<file path="config.mk">
export PLATFORM = sky130hd
export DESIGN_NAME = mem_access_stage_flat
export DESIGN_NICKNAME = d
export VERILOG_FILES = /design/src/rtl/mem_access_stage_pkg.sv /design/src/rtl/mem_access_stage_if.sv /design/src/rtl/mem_access_stage_lane_align.sv /design/src/rtl/mem_access_stage.sv /design/src/flat_wrapper.sv
export SDC_FILE = /design/constraint.sdc
export NUM_CORES = 1
export LEC_CHECK = 0
export CAP_MARGIN = 20
export CORE_ASPECT_RATIO = 1.75
export CORE_UTILIZATION = 48
export CTS_BUF_LIST = sky130_fd_sc_hd__clkbuf_16
export DETAILED_ROUTE_END_ITERATION = 12
export PLACE_DENSITY = 0.87
export SLEW_MARGIN = 30
export SYNTH_ARGS = -nofsm -noshare
export SYNTH_HDL_FRONTEND = slang
export SYNTH_SLANG_ARGS = --single-unit
</file>
<file path="constraint.sdc">
create_clock -name clk -period 4.9 [get_ports clk]
set_input_delay 0.735 -clock clk [delete_from_list [all_inputs] [get_ports clk]]
set_output_delay 0.735 -clock clk [all_outputs]
set_load 0.02 [all_outputs]
</file>
<file path="src/rtl/mem_access_stage_pkg.sv">
// Shared encodings for the MEM stage: funct3 values, exception causes, FSM states.
package mem_access_stage_pkg;

    localparam logic [2:0] F3_B  = 3'b000;
    localparam logic [2:0] F3_H  = 3'b001;
    localparam logic [2:0] F3_W  = 3'b010;
    localparam logic [2:0] F3_BU = 3'b100;
    localparam logic [2:0] F3_HU = 3'b101;

    localparam logic [3:0] EXC_LOAD_MISALIGNED  = 4'd4;
    localparam logic [3:0] EXC_LOAD_FAULT       = 4'd5;
    localparam logic [3:0] EXC_STORE_MISALIGNED = 4'd6;
    localparam logic [3:0] EXC_STORE_FAULT      = 4'd7;

    typedef enum logic [0:0] {
        StIdle  = 1'b0,
        StRmwWr = 1'b1
    } state_e;

    typedef enum logic [1:0] {
        SzByte = 2'd0,
        SzHalf = 2'd1,
        SzWord = 2'd2
    } access_size_e;

    // Unknown encodings fall back to a full-word access.
    function automatic access_size_e f3_size(input logic [2:0] f3);
        access_size_e sz;
        case (f3)
            F3_B, F3_BU: sz = SzByte;
            F3_H, F3_HU: sz = SzHalf;
            default:     sz = SzWord;
        endcase
        return sz;
    endfunction

    function automatic logic f3_unsigned(input logic [2:0] f3);
        return (f3 == F3_BU) || (f3 == F3_HU);
    endfunction

endpackage

</file>
<file path="src/rtl/mem_access_stage_if.sv">
// EX/MEM request, data-RAM port and MEM/WB result bundle of the MEM stage.
interface mem_access_stage_if;

    logic        in_valid;
    logic        in_ready;
    logic        in_load;
    logic        in_store;
    logic [2:0]  in_funct3;
    logic [31:0] in_addr;
    logic [31:0] in_wdata;
    logic [4:0]  in_rd;
    logic [31:0] in_alu_res;
    logic        in_reg_write;

    logic [31:0] ram_wdata;
    logic        ram_we;
    logic        ram_re;
    logic [31:0] ram_waddr;
    logic [31:0] ram_raddr;
    logic [31:0] ram_rdata;

    logic        wb_valid;
    logic        wb_reg_write;
    logic [4:0]  wb_rd;
    logic [31:0] wb_data;
    logic        exc_valid;
    logic [3:0]  exc_cause;

    // Environment side: drives requests and RAM read data.
    modport master (
        output in_valid, in_load, in_store, in_funct3, in_addr, in_wdata, in_rd,
               in_alu_res, in_reg_write, ram_rdata,
        input  in_ready, ram_wdata, ram_we, ram_re, ram_waddr, ram_raddr,
               wb_valid, wb_reg_write, wb_rd, wb_data, exc_valid, exc_cause
    );

    // Stage side.
    modport slave (
        input  in_valid, in_load, in_store, in_funct3, in_addr, in_wdata, in_rd,
               in_alu_res, in_reg_write, ram_rdata,
        output in_ready, ram_wdata, ram_we, ram_re, ram_waddr, ram_raddr,
               wb_valid, wb_reg_write, wb_rd, wb_data, exc_valid, exc_cause
    );

endinterface

</file>
<file path="src/rtl/mem_access_stage_lane_align.sv">
// Byte-lane logic: load extract/extend, sub-word store merge, misalignment detect.
module mem_lane_align
    import mem_access_stage_pkg::*;
(
    input  logic [2:0]  funct3,
    input  logic [1:0]  byte_off,
    input  logic [31:0] rdata,
    input  logic [31:0] wdata,
    output logic [31:0] load_data,
    output logic [31:0] merged,
    output logic        misaligned
);

    access_size_e size;
    logic         uns;
    logic [4:0]   sh;
    logic [31:0]  shifted;

    always_comb begin
        size       = f3_size(funct3);
        uns        = f3_unsigned(funct3);
        sh         = {byte_off, 3'b000};
        shifted    = rdata >> sh;
        load_data  = rdata;
        merged     = wdata;
        misaligned = 1'b0;
        unique case (size)
            SzByte: begin
                load_data = uns ? {24'h0, shifted[7:0]} : {{24{shifted[7]}}, shifted[7:0]};
                merged    = (rdata & ~(32'h0000_00FF << sh)) | ({24'h0, wdata[7:0]} << sh);
            end
            SzHalf: begin
                misaligned = byte_off[0];
                load_data  = uns ? {16'h0, shifted[15:0]} : {{16{shifted[15]}}, shifted[15:0]};
                merged     = (rdata & ~(32'h0000_FFFF << sh)) | ({16'h0, wdata[15:0]} << sh);
            end
            default: begin
                misaligned = |byte_off;
                load_data  = rdata;
                merged     = wdata;
            end
        endcase
    end

endmodule

</file>
<file path="src/rtl/mem_access_stage.sv">
// RV32I MEM stage: word-RAM access with read-modify-write for SB/SH and a registered WB bundle.
module mem_access_stage
    import mem_access_stage_pkg::*;
#(
    parameter int unsigned MEM_WORDS = 2046
) (
    input logic               clk,
    input logic               rst_n,
    mem_access_stage_if.slave bus
);

    state_e      state_q, state_d;
    logic [29:0] rmw_widx_q, rmw_widx_d;
    logic [31:0] rmw_word_q, rmw_word_d;

    logic        wb_valid_q, wb_valid_d;
    logic        wb_reg_write_q, wb_reg_write_d;
    logic [4:0]  wb_rd_q, wb_rd_d;
    logic [31:0] wb_data_q, wb_data_d;
    logic        exc_valid_q, exc_valid_d;
    logic [3:0]  exc_cause_q, exc_cause_d;

    logic [29:0] widx;
    logic        is_load, is_store, accept, fault, bad, sub_word;
    logic        misaligned;
    logic [31:0] load_data, merged;
    logic        ram_we_c, ram_re_c;

    assign widx     = bus.in_addr[31:2];
    assign is_load  = bus.in_load;
    assign is_store = bus.in_store & ~bus.in_load;
    assign accept   = bus.in_valid && (state_q == StIdle);
    assign fault    = {2'b00, widx} >= 32'(MEM_WORDS);
    assign bad      = misaligned | fault;
    assign sub_word = f3_size(bus.in_funct3) != SzWord;

    mem_lane_align u_lane_align (
        .funct3     (bus.in_funct3),
        .byte_off   (bus.in_addr[1:0]),
        .rdata      (bus.ram_rdata),
        .wdata      (bus.in_wdata),
        .load_data  (load_data),
        .merged     (merged),
        .misaligned (misaligned)
    );

    always_comb begin
        state_d        = state_q;
        rmw_widx_d     = rmw_widx_q;
        rmw_word_d     = rmw_word_q;
        ram_we_c       = 1'b0;
        ram_re_c       = 1'b0;
        bus.ram_waddr  = {2'b00, widx};
        bus.ram_raddr  = {2'b00, widx};
        bus.ram_wdata  = bus.in_wdata;
        wb_valid_d     = 1'b0;
        wb_reg_write_d = wb_reg_write_q;
        wb_rd_d        = wb_rd_q;
        wb_data_d      = wb_data_q;
        exc_valid_d    = 1'b0;
        exc_cause_d    = exc_cause_q;

        unique case (state_q)
            StIdle: begin
                if (accept) begin
                    if ((is_load || is_store) && bad) begin
                        // Misalignment takes precedence over an out-of-range fault.
                        wb_valid_d     = 1'b1;
                        wb_reg_write_d = 1'b0;
                        wb_rd_d        = bus.in_rd;
                        exc_valid_d    = 1'b1;
                        if (is_load) begin
                            exc_cause_d = misaligned ? EXC_LOAD_MISALIGNED : EXC_LOAD_FAULT;
                        end else begin
                            exc_cause_d = misaligned ? EXC_STORE_MISALIGNED : EXC_STORE_FAULT;
                        end
                    end else if (is_load) begin
                        ram_re_c       = 1'b1;
                        wb_valid_d     = 1'b1;
                        wb_data_d      = load_data;
                        wb_rd_d        = bus.in_rd;
                        wb_reg_write_d = bus.in_rd != 5'd0;
                    end else if (is_store && !sub_word) begin
                        ram_we_c       = 1'b1;
                        wb_valid_d     = 1'b1;
                        wb_reg_write_d = 1'b0;
                        wb_rd_d        = bus.in_rd;
                    end else if (is_store) begin
                        // Read phase of RMW; the write lands in StRmwWr.
                        ram_re_c   = 1'b1;
                        rmw_word_d = merged;
                        rmw_widx_d = widx;
                        state_d    = StRmwWr;
                    end else begin
                        wb_valid_d     = 1'b1;
                        wb_data_d      = bus.in_alu_res;
                        wb_rd_d        = bus.in_rd;
                        wb_reg_write_d = bus.in_reg_write;
                    end
                end
            end
            StRmwWr: begin
                ram_we_c       = 1'b1;
                bus.ram_waddr  = {2'b00, rmw_widx_q};
                bus.ram_wdata  = rmw_word_q;
                wb_valid_d     = 1'b1;
                wb_reg_write_d = 1'b0;
                state_d        = StIdle;
            end
        endcase
    end

    // RAM strobes are gated by reset so a pending RMW write never reaches the RAM.
    assign bus.ram_we       = rst_n & ram_we_c;
    assign bus.ram_re       = rst_n & ram_re_c;
    assign bus.in_ready     = state_q == StIdle;
    assign bus.wb_valid     = wb_valid_q;
    assign bus.wb_reg_write = wb_reg_write_q;
    assign bus.wb_rd        = wb_rd_q;
    assign bus.wb_data      = wb_data_q;
    assign bus.exc_valid    = exc_valid_q;
    assign bus.exc_cause    = exc_cause_q;

    always_ff @(posedge clk or negedge rst_n) begin
        if (!rst_n) begin
            state_q        <= StIdle;
            rmw_widx_q     <= '0;
            rmw_word_q     <= '0;
            wb_valid_q     <= 1'b0;
            wb_reg_write_q <= 1'b0;
            wb_rd_q        <= '0;
            wb_data_q      <= '0;
            exc_valid_q    <= 1'b0;
            exc_cause_q    <= '0;
        end else begin
            state_q        <= state_d;
            rmw_widx_q     <= rmw_widx_d;
            rmw_word_q     <= rmw_word_d;
            wb_valid_q     <= wb_valid_d;
            wb_reg_write_q <= wb_reg_write_d;
            wb_rd_q        <= wb_rd_d;
            wb_data_q      <= wb_data_d;
            exc_valid_q    <= exc_valid_d;
            exc_cause_q    <= exc_cause_d;
        end
    end

endmodule

</file>
<file path="src/flat_wrapper.sv">
// flat-port wrapper written by rule: the top's interface ports become plain ports
module mem_access_stage_flat import mem_access_stage_pkg::*;
#(
    parameter int unsigned MEM_WORDS = 2046
)
  (clk, rst_n, bus_in_valid, bus_in_load, bus_in_store, bus_in_funct3, bus_in_addr, bus_in_wdata, bus_in_rd, bus_in_alu_res, bus_in_reg_write, bus_ram_rdata, bus_in_ready, bus_ram_wdata, bus_ram_we, bus_ram_re, bus_ram_waddr, bus_ram_raddr, bus_wb_valid, bus_wb_reg_write, bus_wb_rd, bus_wb_data, bus_exc_valid, bus_exc_cause);
  mem_access_stage_if bus_i ();
  input logic clk;
  input logic rst_n;
  input wire logic [$bits(bus_i.in_valid)-1:0] bus_in_valid;
  input wire logic [$bits(bus_i.in_load)-1:0] bus_in_load;
  input wire logic [$bits(bus_i.in_store)-1:0] bus_in_store;
  input wire logic [$bits(bus_i.in_funct3)-1:0] bus_in_funct3;
  input wire logic [$bits(bus_i.in_addr)-1:0] bus_in_addr;
  input wire logic [$bits(bus_i.in_wdata)-1:0] bus_in_wdata;
  input wire logic [$bits(bus_i.in_rd)-1:0] bus_in_rd;
  input wire logic [$bits(bus_i.in_alu_res)-1:0] bus_in_alu_res;
  input wire logic [$bits(bus_i.in_reg_write)-1:0] bus_in_reg_write;
  input wire logic [$bits(bus_i.ram_rdata)-1:0] bus_ram_rdata;
  output wire logic [$bits(bus_i.in_ready)-1:0] bus_in_ready;
  output wire logic [$bits(bus_i.ram_wdata)-1:0] bus_ram_wdata;
  output wire logic [$bits(bus_i.ram_we)-1:0] bus_ram_we;
  output wire logic [$bits(bus_i.ram_re)-1:0] bus_ram_re;
  output wire logic [$bits(bus_i.ram_waddr)-1:0] bus_ram_waddr;
  output wire logic [$bits(bus_i.ram_raddr)-1:0] bus_ram_raddr;
  output wire logic [$bits(bus_i.wb_valid)-1:0] bus_wb_valid;
  output wire logic [$bits(bus_i.wb_reg_write)-1:0] bus_wb_reg_write;
  output wire logic [$bits(bus_i.wb_rd)-1:0] bus_wb_rd;
  output wire logic [$bits(bus_i.wb_data)-1:0] bus_wb_data;
  output wire logic [$bits(bus_i.exc_valid)-1:0] bus_exc_valid;
  output wire logic [$bits(bus_i.exc_cause)-1:0] bus_exc_cause;
  assign bus_i.in_valid = bus_in_valid;
  assign bus_i.in_load = bus_in_load;
  assign bus_i.in_store = bus_in_store;
  assign bus_i.in_funct3 = bus_in_funct3;
  assign bus_i.in_addr = bus_in_addr;
  assign bus_i.in_wdata = bus_in_wdata;
  assign bus_i.in_rd = bus_in_rd;
  assign bus_i.in_alu_res = bus_in_alu_res;
  assign bus_i.in_reg_write = bus_in_reg_write;
  assign bus_i.ram_rdata = bus_ram_rdata;
  assign bus_in_ready = bus_i.in_ready;
  assign bus_ram_wdata = bus_i.ram_wdata;
  assign bus_ram_we = bus_i.ram_we;
  assign bus_ram_re = bus_i.ram_re;
  assign bus_ram_waddr = bus_i.ram_waddr;
  assign bus_ram_raddr = bus_i.ram_raddr;
  assign bus_wb_valid = bus_i.wb_valid;
  assign bus_wb_reg_write = bus_i.wb_reg_write;
  assign bus_wb_rd = bus_i.wb_rd;
  assign bus_wb_data = bus_i.wb_data;
  assign bus_exc_valid = bus_i.exc_valid;
  assign bus_exc_cause = bus_i.exc_cause;
  mem_access_stage #(.MEM_WORDS(MEM_WORDS)) u_core (.clk(clk), .rst_n(rst_n), .bus(bus_i));
endmodule
</file>
Word level (Yosys, flattened, before mapping) --
Cells that the tools add are included.
Operators by class: order comparisons 1, equality and inequality tests 10, shifts and indexed selects 5, muxes and demuxes 48, bitwise gates (word level) 14, reduce and logical (&&, ||, !) cells 17
Operator list (number):
- 32-bit 2-to-1 mux | 6
- 32-bit case mux with 2 select lines | 2
- 32-bit bitwise AND | 2
- 32-bit NOT | 2
- 32-bit bitwise OR | 2
- 16-bit by 5-bit << shifter with 32-bit output | 1
- 16-bit by 5-bit << shifter with 32-bit output, first input constant | 1
- 8-bit by 5-bit << shifter with 32-bit output | 1
- 8-bit by 5-bit << shifter with 32-bit output, first input constant | 1
- 32-bit by 5-bit >> shifter with 16-bit output | 1
- 30-bit by 11-bit greater-or-equal comparator with 1-bit output, second input constant | 1
- 30-bit 2-to-1 mux | 1
- 1-bit 2-to-1 mux | 28
- 5-bit 2-to-1 mux | 4
- 1-bit case mux with 2 select lines | 5
- 3-bit equality test, second input constant | 2
- 2-bit inequality test, second input constant | 3
- 3-bit AND reduction | 2
- 6-bit AND reduction | 1
- 2-bit OR reduction | 3
- 5-bit inequality test, second input constant | 1
- 5-bit AND reduction | 1
- 5-bit nonzero test | 1
- 4-bit 2-to-1 mux | 1
- other kinds (14) | 22
Storage, ports and cells: bits in registers 107, bits of input ports 142, output and inout bits 143, logic and storage cells 104

Depth between registers and ports, before layout --
depth in word-level cells 12, mapped depth 12, gate-level depth less buffers 7

By module --
A second synthesis with hierarchy kept.
Second synthesis, totals: cells, all modules 698, area total of the unflattened synthesis 7189.4 um^2
Modules (own cells, without submodules):
- mem_access_stage | times used 1, cells an instance 407, area each 5268.8 um^2, sequential area each 2652.5 um^2
- mem_lane_align | times used 1, cells an instance 291, area each 1920.6 um^2, sequential area each 0.0 um^2

Worst setup path before layout --
No wires, ideal clock.
path type input to output, start point input port bus_in_addr[0], end point output port bus_ram_re, arrival time 2.561 ns, required time 4.165 ns, slack 1.604 ns, stages 9, path buffers 3, cell sequence clkbuf_2 -> buf_4 -> buf_2 -> inv_1 -> ha_1 -> nand2b_1 -> o2111a_2 -> nand3_4 -> a211oi_1
On the way: word-level cells in the longest chain between the ends 8
Ends and longest elaborated chain:
- start, declared | line flat_wrapper.sv:14 | input wire logic [$bits(bus_i.in_addr)-1:0] bus_in_addr;
- 2-bit OR reduction | line mem_access_stage_lane_align.sv:38 | misaligned = |byte_off;
- 1-bit case mux with 2 select lines * | line mem_access_stage_lane_align.sv:27 | unique case (size)
- 1-bit bitwise OR * | line mem_access_stage.sv:34 | assign bad = misaligned | fault;
- 1-bit logical AND * | line mem_access_stage.sv:66 | if ((is_load || is_store) && bad) begin
- 1-bit 2-to-1 mux * | line mem_access_stage.sv:66
- 1-bit 2-to-1 mux * | line mem_access_stage.sv:65 | if (accept) begin
- 1-bit 2-to-1 mux * | line mem_access_stage.sv:63 | unique case (state_q)
- 1-bit bitwise AND * | line mem_access_stage.sv:115 | assign bus.ram_re = rst_n & ram_re_c;
- end, declared | line flat_wrapper.sv:23 | output wire logic [$bits(bus_i.ram_re)-1:0] bus_ram_re;
Mark *: on every way between the ends. The rest lies on a longest branch, timed or not.

Worst setup path after layout --
start point input port bus_in_addr[1], end point output port bus_ram_we
On the way: word-level cells in the longest chain between the ends 8
Ends and longest elaborated chain:
- 2-bit OR reduction | line mem_access_stage_lane_align.sv:38
- 1-bit case mux with 2 select lines | line mem_access_stage_lane_align.sv:27
- 1-bit bitwise OR | line mem_access_stage.sv:34
- 1-bit logical AND | line mem_access_stage.sv:66
- 1-bit 2-to-1 mux | line mem_access_stage.sv:66
- 1-bit 2-to-1 mux | line mem_access_stage.sv:65
- 1-bit case mux with 2 select lines | line mem_access_stage.sv:63
- 1-bit bitwise AND | line mem_access_stage.sv:114 | assign bus.ram_we = rst_n & ram_we_c;
- end, declared | line flat_wrapper.sv:22 | output wire logic [$bits(bus_i.ram_we)-1:0] bus_ram_we;
Every way passes these cells.

==> summary by stage <==
Worst setup path
The arrival time at the worst endpoint is 3.20 ns. Among all stages on the critical path, the largest delay is contributed by sky130_fd_sc_hd__clkdlybuf4s50_1. The worst path required time is 4.16 ns.

The element type at the critical path end is an output port. In this run the critical register-to-register path is launched from u_core.state_q. The worst stage delay on the critical path is 0.60 ns.

In this design, the critical path's most frequently occurring cell is sky130_fd_sc_hd__clkdlybuf4s50_1. The largest fanout on the critical path is 14. The kind of critical path is in2out. The combined buffer and inverter count along the critical path is 4. The critical path depth in cells is 10. The category of cells accounting for the largest share of critical-path delay is buffers and inverters. For flop-to-flop paths, the worst setup slack is 2.42 ns. Walking the worst path, the cells encountered are clkdlybuf4s50_1 > inv_1 > buf_4 > ha_1 > nand2b_1 > o2111a_2 > nand3_4 > nor4_1 > o21a_1 > clkdlybuf4s50_1.

The logic depth of the worst register-to-register path is 4. The worst register-to-register path ends at u_core.rmw_widx_q[1]. The worst setup path is launched from an input port.

Finish
After the last flow step, the layout net total stands at 1,042. The sequential cell area is 2656 um^2. The final instance area is 10,180 um^2.

Compared with the post-synthesis result, the final layout area differs by 39.94%. The area of the multi-input gates is 4021 um^2. The layout has around 1,100 filler cells.

The layout cell share with drive strength beyond 1 is 20.42%. The final design utilization is 68.64%.

STA
The slew at the pin closest to its max-slew limit is 0.9649 ns. The number of pins exceeding their max-slew limit in the final report is 0. The worst relative slew slack is 35.68%. Across the routed clock network, the largest skew measured is 0.005856 ns. Summed over all failing endpoints, the final setup total negative slack is 0 ns.

The worst path uses between 80 and 90% of the clock period. After layout, the minimum clock period comes to 3.939 ns. Derived from the worst setup path, the maximum achievable clock frequency is ~250 MHz.

The count of endpoints failing hold in the final timing report is 0. The number of endpoints failing setup at the final stage is 0. Setup repair after global routing left no endpoint under its margin.

Drt
For this block, the routed nets add up to about 23 mm of wire. The final routed wire length divided by cell count is 21.15 um. The length of the first detailed-routing pass in iterations is 5. The total number of vias is 6,405.

For this run, design rule violations remaining after detail routing come to 0. The starting DRC count in detailed routing is around 640. The remaining antenna violation count is 0. The per-cell via count in the routed design is 5.898.

Synthesis
sky130_fd_sc_hd__dfrtp_1 takes more of the synthesized area than any other cell. The sequential cell area fraction in the yosys report is 36.44%. In the synthesized netlist the dominant register cell turns out to be sky130_fd_sc_hd__dfrtp_1. Synthesis handed over a netlist of 681 instances.

The commonest cells after synthesis are sky130_fd_sc_hd__mux2_2 (119), sky130_fd_sc_hd__dfrtp_1 (106), sky130_fd_sc_hd__mux2i_1 (47), sky130_fd_sc_hd__a21oi_1 (36), sky130_fd_sc_hd__buf_4 (36). In this run the cell area of the synthesized design comes to 7278 um^2. The total of flip-flops plus latches after synthesis is 106. The most common cell in the synthesized netlist is sky130_fd_sc_hd__mux2_2. In the post-synthesis netlist, the biggest area contributors are sky130_fd_sc_hd__dfrtp_1 (36%), sky130_fd_sc_hd__mux2_2 (18%), sky130_fd_sc_hd__mux2i_1 (6.5%), sky130_fd_sc_hd__mux2_4 (5.2%), sky130_fd_sc_hd__buf_4 (3.7%). The fraction of registers with async set or reset after synthesis is 100.0%. The synthesized design contains 0 enable-type register cells. The share of synthesized area in the top cell type comes to 36.44%.

The per-instance average area after synthesis is 10.69 um^2. The synthesized netlist contains 54 unique library cells. For this run, the number of Yosys warnings is 0.

Clock tree
The cell sitting at the root of the clock tree is a sky130_fd_sc_hd__clkbuf_16. The CTS clock-pin slew for the worst setup and hold paths is ~0.080 ns. The worst-case clock buffer depth is 2. TritonCTS built the clock tree. The number of buffers created by CTS is 9. The H-tree generated during clock tree synthesis spans 3 levels. The sink count of the clock tree is 106.

The clock latency of the later-clocked register in the worst-skew pair is approximately 0.35 ns. The number of post-CTS setup repair buffers is 0. The hold buffer count at cts is 0. Gates resized during post-CTS repair numbered 0.

Floorplanning
Pin placement for this block handled 285 I/O pins. In this run the standard cell core region covers about 15,000 um^2. The die covers 15,680 um^2.

The height of the die is between 150 and 200 um. The die is 95.09 um wide. The initial standard-cell utilization of the core is between 40% and 50%. In this run the core area contains 59 standard-cell rows.

Power and ir drop
The worst-case vdd ir drop is 0.1860 mV. The leakage power summed over all cells is approximately 4.4 nW. The power density of the placed cells is about 250 nW/um^2. The total design power is roughly 2.6 mW.

Global route
The largest net degree at the start of global routing is 72. The via count of the first global-routing pass is around 6,400. The first-pass GRT wire length is ~35 mm.

The global routing usage summed across all routing layers is between 20% and 30%. The total overflow left after global routing is 0. The initial antenna violation count is 2.

Outcome
The flow ran to the end, and the final reports show no timing, DRC or antenna violations.

Place
During placement, the flow inserted port buffers numbering 279. The area after detailed placement is 9863 um^2. The placed wire-length estimate is 16.97 mm. The final weighted congestion in routability-driven placement is 0.8705.

Run
The number of maximum-capacitance constraint violations is 0.

Hold path
The path class of the tightest hold or removal check is in2async.
power by group:
| part | leakage, nW | switching [mW] | total (mW) | internal, mW |
|---|---|---|---|---|
| logic | 2.99 | 0.416 | 0.850 | 0.434 |
| clock network | 0.149 | 0.380 | 0.744 | 0.364 |
| registers | 1.31 | 0.0355 | 0.977 | 0.942 |
| total | 4.45 | 0.831 | 2.57 | 1.74 |
layout make-up:
| type | count | area share (%) |
|---|---|---|
| Tap cell | 183 | 2.248 |
| Timing Repair Buffer | 290 | 28.06 |
| Multi-Input combinational cell | 460 | 39.48 |
| Antenna cell | 2 | 0.04914 |
| Inverter | 29 | 1.069 |
| Clock inverter | 7 | 0.7985 |
| Sequential cell | 106 | 26.08 |
| Clock buffer | 9 | 2.211 |
cells in the final DEF (no fill, tap or decap), drive strengths merged, types with 3 or more instances in the layout:
cell,synthesis,final
a211oi,9,9
nor2b,5,5
a22o,15,15
nand2,23,23
a221o,14,14
o21ai,18,18
inv,29,31
mux2i,47,47
nor3b,8,8
conb,1,5
a21oi,36,36
buf,56,15
clkdlybuf4s50,0,275
or4,3,3
o22ai,6,6
and3,3,3
nand2b,5,5
clkinv,0,5
o2bb2ai,7,7
a22oi,12,12
dfrtp,106,106
a31oi,3,3
nand3,12,12
nor4,11,11
a221oi,24,24
clkbuf,34,9
mux2,146,146
ha,4,4
and2,20,20
nor2,6,6
metal layers:
metal,global-route usage [%],part of all wire [%]
met3,4.926,6.1
met1,36.97,40
met2,48.18,50
met5,0,0
met4,14.19,3.9
cells by family (layout without fill, tap and decap cells):
family	after synthesis	count (layout)	share of synthesized area, %
buf+inv	119	335	8.578
other cells	1	7	0.05152
compound gates	154	154	15.30
flops	106	106	36.44
mux	194	194	30.65
simple gates	103	103	8.286
fa+ha+maj	4	4	0.6877
worst reg2reg max path, delay by kind of cell (launching register included):
family / cells / cell delay [ns]
buffers and inverters: 1 / 0.15
DFF: 1 / 0.84
muxes: 1 / 0.45
and+or+nand+nor: 2 / 0.92
stage by stage:
stage / hold WS, ns / setup WS (ns) / instances
after global routing: 0.4319 / 0.7881 / 1086
after detailed placement: 0.4601 / 0.9845 / 1067
after floorplan: 0.4394 / 1.604 / 685
final: 0.3684 / 0.9608 / 1086
after global placement: 0.4542 / 1.015 / 1067
after CTS: 0.4008 / 0.9710 / 1083
registers in the layout (all words and copies together) (netlist names):
| name | flops |
|---|---|
| u_core.bus.exc_valid | 1 |
| u_core.rmw_word_q | 32 |
| u_core.state_q | 1 |
| u_core.rmw_widx_q | 30 |
| u_core.bus.wb_reg_write | 1 |
| u_core.bus.exc_cause | 3 |
| u_core.bus.wb_data | 32 |
| u_core.bus.wb_valid | 1 |
| u_core.bus.wb_rd | 5 |
worst max-delay path by stage:
stage,start,to,slack (ns)
final,bus_in_addr[1],bus_ram_we,0.96
after global routing,bus_in_addr[1],bus_ram_we,0.79
after CTS,bus_in_addr[1],bus_ram_we,0.97
after detailed placement,bus_in_addr[1],bus_ram_we,0.98
after global placement,bus_in_addr[1],bus_ram_we,1.01
after floorplan,bus_in_addr[0],bus_ram_re,1.60
No activity file was read; power rests on OpenSTA's default activity.
==> variant 1: new RTL, config.mk and constraints unchanged <==
`rmw_word_q` no longer has a reset.
--- a/src/rtl/mem_access_stage.sv
+++ b/src/rtl/mem_access_stage.sv
@@ -127,3 +127,2 @@
             rmw_widx_q     <= '0;
-            rmw_word_q     <= '0;
             wb_valid_q     <= 1'b0;
@@ -137,3 +136,2 @@
             rmw_widx_q     <= rmw_widx_d;
-            rmw_word_q     <= rmw_word_d;
             wb_valid_q     <= wb_valid_d;
@@ -147,2 +145,6 @@
 
+    always_ff @(posedge clk) begin
+        rmw_word_q <= rmw_word_d;
+    end
+
 endmodule
Function: no difference found for any inputs over 4 cycles, from zero or initial values and one cycle with rst_n low; that may be too few to reach the edited logic, so the function may still have changed.
==> variant 1 against the unedited design <==
  * Wire length decreased by 1.1%
  * Non-clock buffer count increased by 1
  * Via count increased by 0.22%
  * Power increased by 3.0%
  * Worst setup slack got worse by 0.23 ns
  * Sequential cell count unchanged
  * Synthesized area decreased by 2.5%
  * Register-to-register slack got worse by 0.27 ns
  * Design area decreased by 1.4%
  * Critical endpoint unchanged
  * Largest power group unchanged
==> variant 1: results (changes against the unedited design) <==
WL met1 8640 um (-4.9%); status finished clean; vias in the first global route 6508 (+0.95%); slowest stage delay, CP 0.63 ns (+0.03 ns); crit path DAT 3.44 ns (+0.24 ns); initial drt markers 516 (-19%); # placed instances 1073 (+0.56%); # fillers 1121 (-0.53%); Worst IR Drop VDD 0.221 mV (+19%); Pleak 3.99 nW (-10%); largest net degree at the start of global routing 75 (+4.2%); WL met3 1520 um (+8.8%); grt met1 use 35.8% (-1.2 points); logic gate share of total power 32.2% (-0.9 points); met2 usage 52.6% (+4.4 points); first-pass GRT wire length 35200 um (+0.35%); Post-synth top cells 126 x mux2_2, 74 x dfrtp_1, 73 x nand2_1; syn_area_per_cell 10.4 um^2 (-2.6%); Pre-antenna DRT Iters 6 (+1); Post-Route WL 22700 um (-1.1%); routed vias/inst 5.89 (about the same); CP max FO 9 (-5); start point of the critical path bus_in_addr[26]; compound-gate portion of the synthesized area 17.4% (+2.1 points); number of synthesized flops with an enable pin 32 (+32)
==> variant 1: cell types whose count changed in the layout (fill, tap and decap cells not counted), sizes merged, moves of 14 or more <==
cell    change
a221o      -14
mux2i      -30
inv        -15
edfxtp     +32
a21oi      -18
nand2      +50
o21ai      +38
dfrtp      -32
==> variant 1: worst paths after layout <==
check / end / slack (ns) / cells after the start
max: bus_ram_we / 0.73 / 7
min: u_core.rmw_widx_q[27] / 0.49 / 1
max reg2reg: u_core.bus.wb_data[3] / 2.15 / 6
min reg2reg: u_core.rmw_widx_q[27] / 0.49 / 1
max in group asynchronous: u_core.state_q / 3.89 / 2
min in group asynchronous: u_core.bus.wb_rd[2] / 0.51 / 2
==> variant 1: cell type report <==
class                   instances  area [um^2]  area share (%)
clock buffers                   9          225            2.24
clock inverters                 7         90.1           0.897
inverters                      12         45.0           0.448
multi-input cells             484         3770            37.5
flip-flops and latches        106         2810            28.0
well taps                     180          225            2.24
repair buffers                291         2870            28.6
==> variant 2: new RTL, config.mk and constraints unchanged <==
Made on the original files. `MEM_WORDS` is set to 2046 in 2 places; all go to 1534.
--- a/src/rtl/mem_access_stage.sv
+++ b/src/rtl/mem_access_stage.sv
@@ -4,3 +4,3 @@
 #(
-    parameter int unsigned MEM_WORDS = 2046
+    parameter int unsigned MEM_WORDS = 1534
 ) (
--- a/src/flat_wrapper.sv
+++ b/src/flat_wrapper.sv
@@ -3,3 +3,3 @@
 #(
-    parameter int unsigned MEM_WORDS = 2046
+    parameter int unsigned MEM_WORDS = 1534
 )
Function: changed (a bounded check fails within 4 cycles, from zero or initial values and one cycle with rst_n low).
==> variant 2 against the unedited design <==
  * Sequential cell count unchanged
  * Synthesized area down 1.9%
  * Count of clock-buffer cells in the layout unchanged
  * Design area down 1.2%
  * Largest cell class unchanged
  * Synthesized cell count up 3.1%
  * Maximum frequency down 13%
  * First-iteration DRC count down 12%
  * Highest routed layer unchanged
  * Via count up 4.8%
  * Combinational power up 4.2%
  * Wire length up 9.4%
  * Worst setup slack worse by 0.57 ns
  * Critical endpoint is now bus_ram_re
  * Power up 0.71%
  * Register-to-register slack worse by 0.24 ns
==> variant 2: results (changes against the unedited design) <==
DP HPWL 19000 um (+12%); Post-Route WL 25100 um (+9.4%); compound-gate portion of the synthesized area 19.0% (+3.7 points); Final clock-cell share 2.88% (-0.13 points); antenna violations before repair 1 (-1); Pleak 4.27 nW (-4.0%); vias in the first global route 6689 (+3.8%); Final non-clock buffer share 28.6% (+0.56 points); register area share after synthesis 37.1% (+0.70 points); worst slack, placed 0.433 ns (-0.552 ns); initial drt markers 565 (-12%); n_diodes 1 (-1); placed cell areas 0.00977 mm^2 (-0.94%); Final Non-Filler Cells 1104 (+1.7%); Layout area overhead 41.0%; status finished clean; Post-synth top cells 106 x dfrtp_1, 96 x mux2_2, 57 x o21ai_0; layout cell share with drive strength beyond 1 18.2% (-2.2 points); routed vias/inst 6.08 (+3.1%); Setup Skew 0.00611 ns (+0.000259 ns); R2R setup slack 2.18 ns (-0.24 ns); Post-Synth Adder-Cell Area 0.701% (+0.013 points); Cells after Synth 702 (+3.1%); Worst Setup EP bus_ram_re; inverter count 25 (-14%)
[variant 2: changes by cell type after synthesis, sizes merged, moves of 10 or more]
cell / change
o21ai: +40
mux2i: -23
buf: -13
clkbuf: +14
mux2: -20
nand2: +31
a21oi: -10
nand3: -11
[variant 2: logic make-up (layout without fill, tap and decap cells)]
kind of cell               count (synthesis)  after routing
buffers and inverters                    116            333
AOI/OAI and AO/OA                        189            189
and+or+nand+nor                          135            135
adders and majority gates                  4              4
other                                      1              6
DFF                                      106            106
muxes                                    151            151
[variant 2: where the power goes]
group          switching, mW  internal (mW)  leakage, nW
Clock                  0.366          0.356        0.143
Combinational          0.430          0.456         2.73
Sequential            0.0404          0.941         1.40
[variant 2: layer usage]
metal  global-route usage (%)  share of wire, %  vias to the layer above
met3                     5.59               7.3                       82
li1                         -                 -                     2994
met4                     18.4               5.4                        0
met5                        0                 0                        -
met2                     55.6                52                      386
met1                     37.8                36                     3249
